## config.mk

```make
export PLATFORM = sky130hd
export DESIGN_NAME = digit_serial_adder_flat
export DESIGN_NICKNAME = d
export VERILOG_FILES = /design/src/rtl/digit_serial_adder_pkg.sv /design/src/rtl/digit_serial_adder_if.sv /design/src/rtl/digit_serial_adder_digit_adder.sv /design/src/rtl/digit_serial_adder.sv /design/src/flat_wrapper.sv
export SDC_FILE = /design/constraint.sdc
export NUM_CORES = 1
export LEC_CHECK = 0
export CAP_MARGIN = 10
export CORE_ASPECT_RATIO = 0.9
export CORE_MARGIN = 2
export CORE_UTILIZATION = 57
export CTS_CLUSTER_SIZE = 25
export DETAILED_ROUTE_END_ITERATION = 10
export PLACE_DENSITY_LB_ADDON = 0.3
export SYNTH_ARGS = -nofsm -noshare
export SYNTH_HDL_FRONTEND = slang
export SYNTH_SLANG_ARGS = --single-unit
```

## constraint.sdc

```tcl
create_clock -name clk_i -period 5.7 [get_ports clk_i]
set_input_delay 1.425 -clock clk_i [delete_from_list [all_inputs] [get_ports clk_i]]
set_output_delay 1.425 -clock clk_i [all_outputs]
set_load 0.02 [all_outputs]
```

## src/rtl/digit_serial_adder_pkg.sv

```systemverilog
// Shared types and elaboration helpers for the digit-serial adder.
package digit_serial_pkg;

   typedef enum logic [1:0] {
      IDLE = 2'd0,
      RUN  = 2'd1,
      DONE = 2'd2
   } state_e;

   // Number of digit cycles per operation.
   function automatic int ndig(input int width, input int digit);
      return width / digit;
   endfunction

   // Digit counter width; a single-digit configuration still gets one bit.
   function automatic int cnt_width(input int n);
      return (n > 1) ? $clog2(n) : 1;
   endfunction

   // Legal geometry: WIDTH is a whole number of digits, at least one.
   function automatic bit width_ok(input int width, input int digit);
      return (digit > 0) && (width >= digit) && ((width % digit) == 0);
   endfunction

endpackage

```

## src/rtl/digit_serial_adder_if.sv

```systemverilog
// Operand/result handshake bundle for the digit-serial adder.
interface digit_serial_adder_if #(parameter int WIDTH = 16);
   logic [WIDTH-1:0] a;
   logic [WIDTH-1:0] b;
   logic             ci;
   logic             sub;
   logic             in_valid;
   logic             in_ready;
   logic [WIDTH-1:0] sum;
   logic             co;
   logic             ovf;
   logic             out_valid;
   logic             out_ready;

   modport master (
      output a, b, ci, sub, in_valid, out_ready,
      input  in_ready, sum, co, ovf, out_valid
   );

   modport slave (
      input  a, b, ci, sub, in_valid, out_ready,
      output in_ready, sum, co, ovf, out_valid
   );
endinterface

```

## src/rtl/digit_serial_adder_digit_adder.sv

```systemverilog
// Combinational DIGIT-bit ripple adder; also exposes the carry into the top bit
// so the caller can derive signed overflow as carry-in(msb) ^ carry-out.
module digit_adder #(
   parameter int DIGIT = 4
) (
   input  logic [DIGIT-1:0] a_i,
   input  logic [DIGIT-1:0] b_i,
   input  logic             ci_i,
   output logic [DIGIT-1:0] s_o,
   output logic             co_o,
   output logic             msb_ci_o
);

   // Full-adder chain, each stage two half adders plus carry merge.
   always_comb begin : ripple
      logic c;
      logic hs;
      c        = ci_i;
      hs       = 1'b0;
      s_o      = '0;
      msb_ci_o = 1'b0;
      for (int i = 0; i < DIGIT; i++) begin
         if (i == DIGIT - 1) msb_ci_o = c;
         hs     = a_i[i] ^ b_i[i];
         s_o[i] = hs ^ c;
         c      = (a_i[i] & b_i[i]) | (hs & c);
      end
      co_o = c;
   end

endmodule

```

## src/rtl/digit_serial_adder.sv

```systemverilog
// Digit-serial add/subtract: WIDTH-bit operands processed DIGIT bits per cycle,
// carry held in a single flop between digits.
//
//   state | meaning
//   IDLE  | waiting for an operand pair, in_ready high
//   RUN   | adding one digit per cycle, low digit first
//   DONE  | result presented, held until out_ready
module digit_serial_adder
   import digit_serial_pkg::*;
#(
   parameter int WIDTH = 16,
   parameter int DIGIT = 4
) (
   input  logic          clk_i,
   input  logic          rst_i,
   digit_serial_adder_if.slave bus
);

   localparam int NDIG  = ndig(WIDTH, DIGIT);
   localparam int CNT_W = cnt_width(NDIG);

   if (!width_ok(WIDTH, DIGIT)) begin : g_bad_geometry
      $error("digit_serial_adder: WIDTH must be a positive multiple of DIGIT");
   end

   state_e           state_q, state_d;
   logic [WIDTH-1:0] a_q, a_d, b_q, b_d, res_q, res_d, sum_q, sum_d;
   logic [CNT_W-1:0] cnt_q, cnt_d;
   logic             carry_q, carry_d, co_q, co_d, ovf_q, ovf_d;
   logic             in_ready_q, in_ready_d;

   logic [DIGIT-1:0] dig_a, dig_b, dig_s;
   logic             dig_co, dig_msb_ci, last_dig;

   assign dig_a    = a_q[int'(cnt_q)*DIGIT +: DIGIT];
   assign dig_b    = b_q[int'(cnt_q)*DIGIT +: DIGIT];
   assign last_dig = (cnt_q == CNT_W'(NDIG - 1));

   digit_adder #(.DIGIT(DIGIT)) u_digit (
      .a_i      (dig_a),
      .b_i      (dig_b),
      .ci_i     (carry_q),
      .s_o      (dig_s),
      .co_o     (dig_co),
      .msb_ci_o (dig_msb_ci)
   );

   // State register.
   always_ff @(posedge clk_i) begin
      if (rst_i) state_q <= IDLE;
      else       state_q <= state_d;
   end

   // Next state and datapath updates; subtraction stores ~B with carry seeded to 1.
   always_comb begin
      state_d = state_q;
      a_d     = a_q;
      b_d     = b_q;
      res_d   = res_q;
      carry_d = carry_q;
      cnt_d   = cnt_q;
      sum_d   = sum_q;
      co_d    = co_q;
      ovf_d   = ovf_q;
      unique case (state_q)
         IDLE: begin
            if (bus.in_valid && in_ready_q) begin
               a_d     = bus.a;
               b_d     = bus.sub ? ~bus.b : bus.b;
               carry_d = bus.sub ? 1'b1 : bus.ci;
               cnt_d   = '0;
               state_d = RUN;
            end
         end
         RUN: begin
            res_d[int'(cnt_q)*DIGIT +: DIGIT] = dig_s;
            carry_d = dig_co;
            cnt_d   = cnt_q + CNT_W'(1);
            if (last_dig) begin
               cnt_d   = '0;
               sum_d   = res_d;
               co_d    = dig_co;
               // Same-sign operands with a flipped result sign is exactly msb carry-in != carry-out.
               ovf_d   = dig_msb_ci ^ dig_co;
               state_d = DONE;
            end
         end
         DONE: begin
            if (bus.out_ready) state_d = IDLE;
         end
         default: state_d = IDLE;
      endcase
      in_ready_d = (state_d == IDLE);
   end

   // Operand, result, carry and output registers.
   always_ff @(posedge clk_i) begin
      if (rst_i) begin
         a_q        <= '0;
         b_q        <= '0;
         res_q      <= '0;
         carry_q    <= 1'b0;
         cnt_q      <= '0;
         sum_q      <= '0;
         co_q       <= 1'b0;
         ovf_q      <= 1'b0;
         in_ready_q <= 1'b0;
      end else begin
         a_q        <= a_d;
         b_q        <= b_d;
         res_q      <= res_d;
         carry_q    <= carry_d;
         cnt_q      <= cnt_d;
         sum_q      <= sum_d;
         co_q       <= co_d;
         ovf_q      <= ovf_d;
         in_ready_q <= in_ready_d;
      end
   end

   assign bus.in_ready  = in_ready_q;
   assign bus.out_valid = (state_q == DONE);
   assign bus.sum       = sum_q;
   assign bus.co        = co_q;
   assign bus.ovf       = ovf_q;

endmodule

```

## src/flat_wrapper.sv

```systemverilog
// flat-port wrapper written by rule: the top's interface ports become plain ports
module digit_serial_adder_flat import digit_serial_pkg::*;
#(
   parameter int WIDTH = 16,
   parameter int DIGIT = 4
)
  (clk_i, rst_i, bus_a, bus_b, bus_ci, bus_sub, bus_in_valid, bus_out_ready, bus_in_ready, bus_sum, bus_co, bus_ovf, bus_out_valid);
  digit_serial_adder_if #(.WIDTH(WIDTH)) bus_i ();
  input  logic clk_i;
  input  logic rst_i;
  input wire logic [$bits(bus_i.a)-1:0] bus_a;
  input wire logic [$bits(bus_i.b)-1:0] bus_b;
  input wire logic [$bits(bus_i.ci)-1:0] bus_ci;
  input wire logic [$bits(bus_i.sub)-1:0] bus_sub;
  input wire logic [$bits(bus_i.in_valid)-1:0] bus_in_valid;
  input wire logic [$bits(bus_i.out_ready)-1:0] bus_out_ready;
  output wire logic [$bits(bus_i.in_ready)-1:0] bus_in_ready;
  output wire logic [$bits(bus_i.sum)-1:0] bus_sum;
  output wire logic [$bits(bus_i.co)-1:0] bus_co;
  output wire logic [$bits(bus_i.ovf)-1:0] bus_ovf;
  output wire logic [$bits(bus_i.out_valid)-1:0] bus_out_valid;
  assign bus_i.a = bus_a;
  assign bus_i.b = bus_b;
  assign bus_i.ci = bus_ci;
  assign bus_i.sub = bus_sub;
  assign bus_i.in_valid = bus_in_valid;
  assign bus_i.out_ready = bus_out_ready;
  assign bus_in_ready = bus_i.in_ready;
  assign bus_sum = bus_i.sum;
  assign bus_co = bus_i.co;
  assign bus_ovf = bus_i.ovf;
  assign bus_out_valid = bus_i.out_valid;
  digit_serial_adder #(.WIDTH(WIDTH), .DIGIT(DIGIT)) u_core (.clk_i(clk_i), .rst_i(rst_i), .bus(bus_i));
endmodule
```

==> out/qor.log <==
INFO  power_and_ir_drop switching_power=0.275mW
INFO  clock_tree     cts.clk_slew.worst_paths=70ps
INFO  critical_path  critical_path.max_fanout=17
INFO  sta            timing.max_slew.rel_slack=23.3%
INFO  synth          synth_area_leader_cell=sky130_fd_sc_hd__dfxtp_1
INFO  detailed_routing vias_per_cell=5.76
INFO  critical_path  end_kind=register
INFO  synth          synth_enable_flop_cells=0
INFO  global_route   grt_util_met2=35.8%
INFO  synth          synth-seq-cells=72
INFO  hold_path      min_path_cells=2
INFO  floorplan      pin_count=58
INFO  sta            final_min_period_over_clock_period=66.1%
INFO  floorplan      placement_rows=26
INFO  global_route   number_of_antenna_violations_at_the_first_check_in_global_routing=0
INFO  sta            rsz0062_at_grt=no
INFO  sta            setup-tns-final=0ps
INFO  synth          postSynth.topFlopCell=sky130_fd_sc_hd__dfxtp_1
INFO  detailed_routing vias=2686
INFO  power_and_ir_drop p_clk_share=35.9%
INFO  clock_tree     post-cts-setup-buffers=0
INFO  critical_path  regToRegStartpoint=u_core.cnt_q[0]
INFO  cells_and_area layout.cells.most_common_list=sky130_fd_sc_hd__dfxtp_1 (72), sky130_fd_sc_hd__clkdlybuf4s50_1 (56), sky130_fd_sc_hd__nor2_1 (50)
INFO  place          placed_insts=450
INFO  outcome        run_status=finished, final reports clean
INFO  detailed_routing detailed_route_iter0_violations=227
INFO  sta            worst_slew_pin_slew=1140ps
INFO  floorplan      initial_core_util=59.3%
INFO  flow_run       max_cap_viol_count=0
INFO  clock_tree     hold_buffers=0
INFO  global_route   grt_overflow_total=0
INFO  power_and_ir_drop p_total=1.07mW
INFO  synth          synthesis_warnings=0
INFO  place          gp_routability_congestion=0.788
INFO  clock_tree     clkSinkCount=72
INFO  clock_tree     clk_latency=350ps
INFO  sta            achievable-frequency=265MHz
INFO  floorplan      floorplan.core_area=0.00569sqmm
INFO  detailed_routing postRouteAntennaNets=0
INFO  hold_path      holdCritPathClass=register to register
INFO  global_route   grt_pass1_vias=2503
INFO  cells_and_area layoutNonFillerInstCount=466
INFO  place          place_ws=1990ps
INFO  power_and_ir_drop power_per_cell_area=264mW/mm^2
INFO  cells_and_area antenna-diode-count=0
INFO  synth          yosys-top-cells-area=sky130_fd_sc_hd__dfxtp_1 (43%), sky130_fd_sc_hd__a211oi_2 (5.9%), sky130_fd_sc_hd__nor2_1 (5.6%)
INFO  critical_path  crit-reg2reg-capture=u_core.bus.sum[15]
INFO  clock_tree     ctsResizeCount=0
INFO  sta            clock_skew=6.37ps
INFO  detailed_routing drt_pass1_iterations=5
INFO  global_route   grt_most_used_layer=met2
INFO  place          hpwl=4820microns
INFO  floorplan      die-width=85.1microns
INFO  critical_path  timing.setup.critical_path_class=register to register
INFO  synth          synth_cell_type_count=32
INFO  power_and_ir_drop total_leakage_power=1.40nW
INFO  clock_tree     ctsHtreeMaxLevel=3
INFO  synth          synthesis.area_per_instance=9.61squm
INFO  clock_tree     cts-buffers-inserted=9
INFO  critical_path  reg2reg_setup_slack=1930ps
INFO  place          placed_cell_area=0.00386sqmm
INFO  sta            final_hold_viol_count=0
INFO  sta            postLayoutSetupSlackWorst=1930ps
INFO  cells_and_area postLayoutCoreUtil=70.9%
INFO  cells_and_area stdcell_area=0.00404sqmm
INFO  global_route   global_route.usage.met1=32.2%
INFO  sta            finalHoldWorstSlack=455ps
INFO  sta            final_max_slew_viol_count=0
INFO  critical_path  worst_ep_required_time=5970ps
INFO  synth          synth_top_area_share=42.7%
INFO  power_and_ir_drop comb_power_share=13.6%
INFO  floorplan      die_h=77.0microns
INFO  detailed_routing drc=0
INFO  power_and_ir_drop max-vdd-ir-drop=0.200mV
INFO  cells_and_area num-nets-final=439
INFO  cells_and_area final_common_cell=sky130_fd_sc_hd__dfxtp_1
INFO  global_route   grt_use_total=23.2%
INFO  cells_and_area area_growth=19.7%
INFO  global_route   grt_util_met3=6.46%
INFO  power_and_ir_drop power_switching_share=25.8%
INFO  synth          synthArstFlopShare=0%
INFO  clock_tree     clockBufferDepth=2
INFO  global_route   maximum_number_of_pins_on_one_net_before_global_route_repair=51
INFO  synth          mappedNetlistNets=399
INFO  critical_path  worstSetupStartpointType=register
INFO  sta            setup_violations=0
INFO  critical_path  worst_r2r_path_depth=10
INFO  detailed_routing route.detailed.wl_per_inst=15.4microns
INFO  hold_path      whs_endpoint=u_core.a_q[15]
INFO  floorplan      dieArea=0.00655sqmm
INFO  power_and_ir_drop p_int=0.792mW
INFO  synth          synth_sequential_area_ratio=42.7%
INFO  global_route   wire_length_of_the_first_global_routing_pass=12200microns
INFO  cells_and_area drive_above_1_share=10.9%
INFO  sta            period_needed=3770ps
INFO  power_and_ir_drop power_frac_seq=50.5%
INFO  detailed_routing drt-total-wl=7190microns
INFO  clock_tree     cts-root-buf=sky130_fd_sc_hd__clkbuf_8
INFO  critical_path  worst-endpoint-arrival=4040ps
INFO  synth          synthCells=351
INFO  place          port_buffers=57
INFO  clock_tree     tritoncts=built
INFO  hold_path      min_from=u_core.a_q[15]
INFO  synth          synthesis.area=0.00337sqmm
==> cell usage after synthesis, drive strengths merged (2+ instances only) <==
master and number:
mux4 8, dfxtp 72, and3b 3, buf 20, nand2 38, clkbuf 11
a32oi 16, xnor2 17, nand2b 3, nor3 16, nand3 2, nor2 50
a211oi 16, nand3b 5, fa 4, a21oi 21, a221oi 16, nor4bb 2
ha 6, inv 14, nor2b 4
==> power by group through the flow <==
stage,Combinational [mW],Clock [mW],Sequential [mW]
floorplan,0.111,0,0.542
global placement,0.140,0,0.549
detailed placement,0.145,0,0.550
CTS,0.146,0.390,0.539
global route,0.159,0.415,0.541
finish,0.145,0.383,0.539
==> kinds of logic (layout without fill, tap and decap cells) <==
group,count (synthesis),after routing,synth area share (%)
adder cells (fa/ha/maj),10,10,4.60
multiplexers,8,8,5.34
AND/OR/NAND/NOR,127,127,17.8
AO/OA/AOI/OAI,72,72,17.9
flip-flops,72,72,42.7
buffers and inverters,45,90,7.23
XOR/XNOR,17,17,4.41
==> worst max path at each step <==
stage / startpoint / end / slack, ps / cells after the start
after floorplan: u_core.cnt_q[0] / u_core.bus.sum[11] / 2580 / 11
after global placement: u_core.cnt_q[0] / u_core.bus.sum[7] / 2140 / 10
after detailed placement: u_core.cnt_q[0] / u_core.bus.sum[15] / 1990 / 10
after CTS: u_core.cnt_q[0] / u_core.bus.sum[15] / 1960 / 10
after global routing: u_core.cnt_q[0] / u_core.bus.sum[11] / 1640 / 10
final: u_core.cnt_q[0] / u_core.bus.sum[15] / 1930 / 10
==> area by class of cell <==
class | instances | area (sq um)
Inverter | 14 | 52.6
Clock inverter | 4 | 45.0
Multi-Input combinational cell | 234 | 1690
Sequential cell | 72 | 1440
Fill cell | 435 | 1650
Tap cell | 70 | 87.6
Timing Repair Buffer | 60 | 588
Clock buffer | 12 | 135
==> per-layer routing <==
layer  part of all wire, %  up-vias  routed length, microns
li1                      -     1316                       -
met2                    48       89                    3430
met1                    45     1272                    3220
met4                  0.95        0                      68
met3                   6.6        9                     473
met5                     0        -                       0
==> flip-flops by register name, summed over array words and instances (netlist names) <==
register	count
u_core.a_q	16
u_core.b_q	16
u_core.bus.sum	16
u_core.res_q	16
u_core.cnt_q	2
u_core.state_q	2
u_core.bus.co	1
u_core.bus.in_ready	1
u_core.bus.ovf	1
u_core.carry_q	1
==> worst max-delay path, stage by stage (launching register included) <==
cell and delay [ps]:
sky130_fd_sc_hd__dfxtp_1 870, sky130_fd_sc_hd__mux4_2 620, sky130_fd_sc_hd__fa_1 400, sky130_fd_sc_hd__inv_1 80, sky130_fd_sc_hd__fa_1 170, sky130_fd_sc_hd__fa_1 200
sky130_fd_sc_hd__inv_1 60, sky130_fd_sc_hd__fa_1 520, sky130_fd_sc_hd__nor2b_1 420, sky130_fd_sc_hd__a221oi_1 160, sky130_fd_sc_hd__nor3_1 200
No activity file was read; power rests on OpenSTA's default activity.
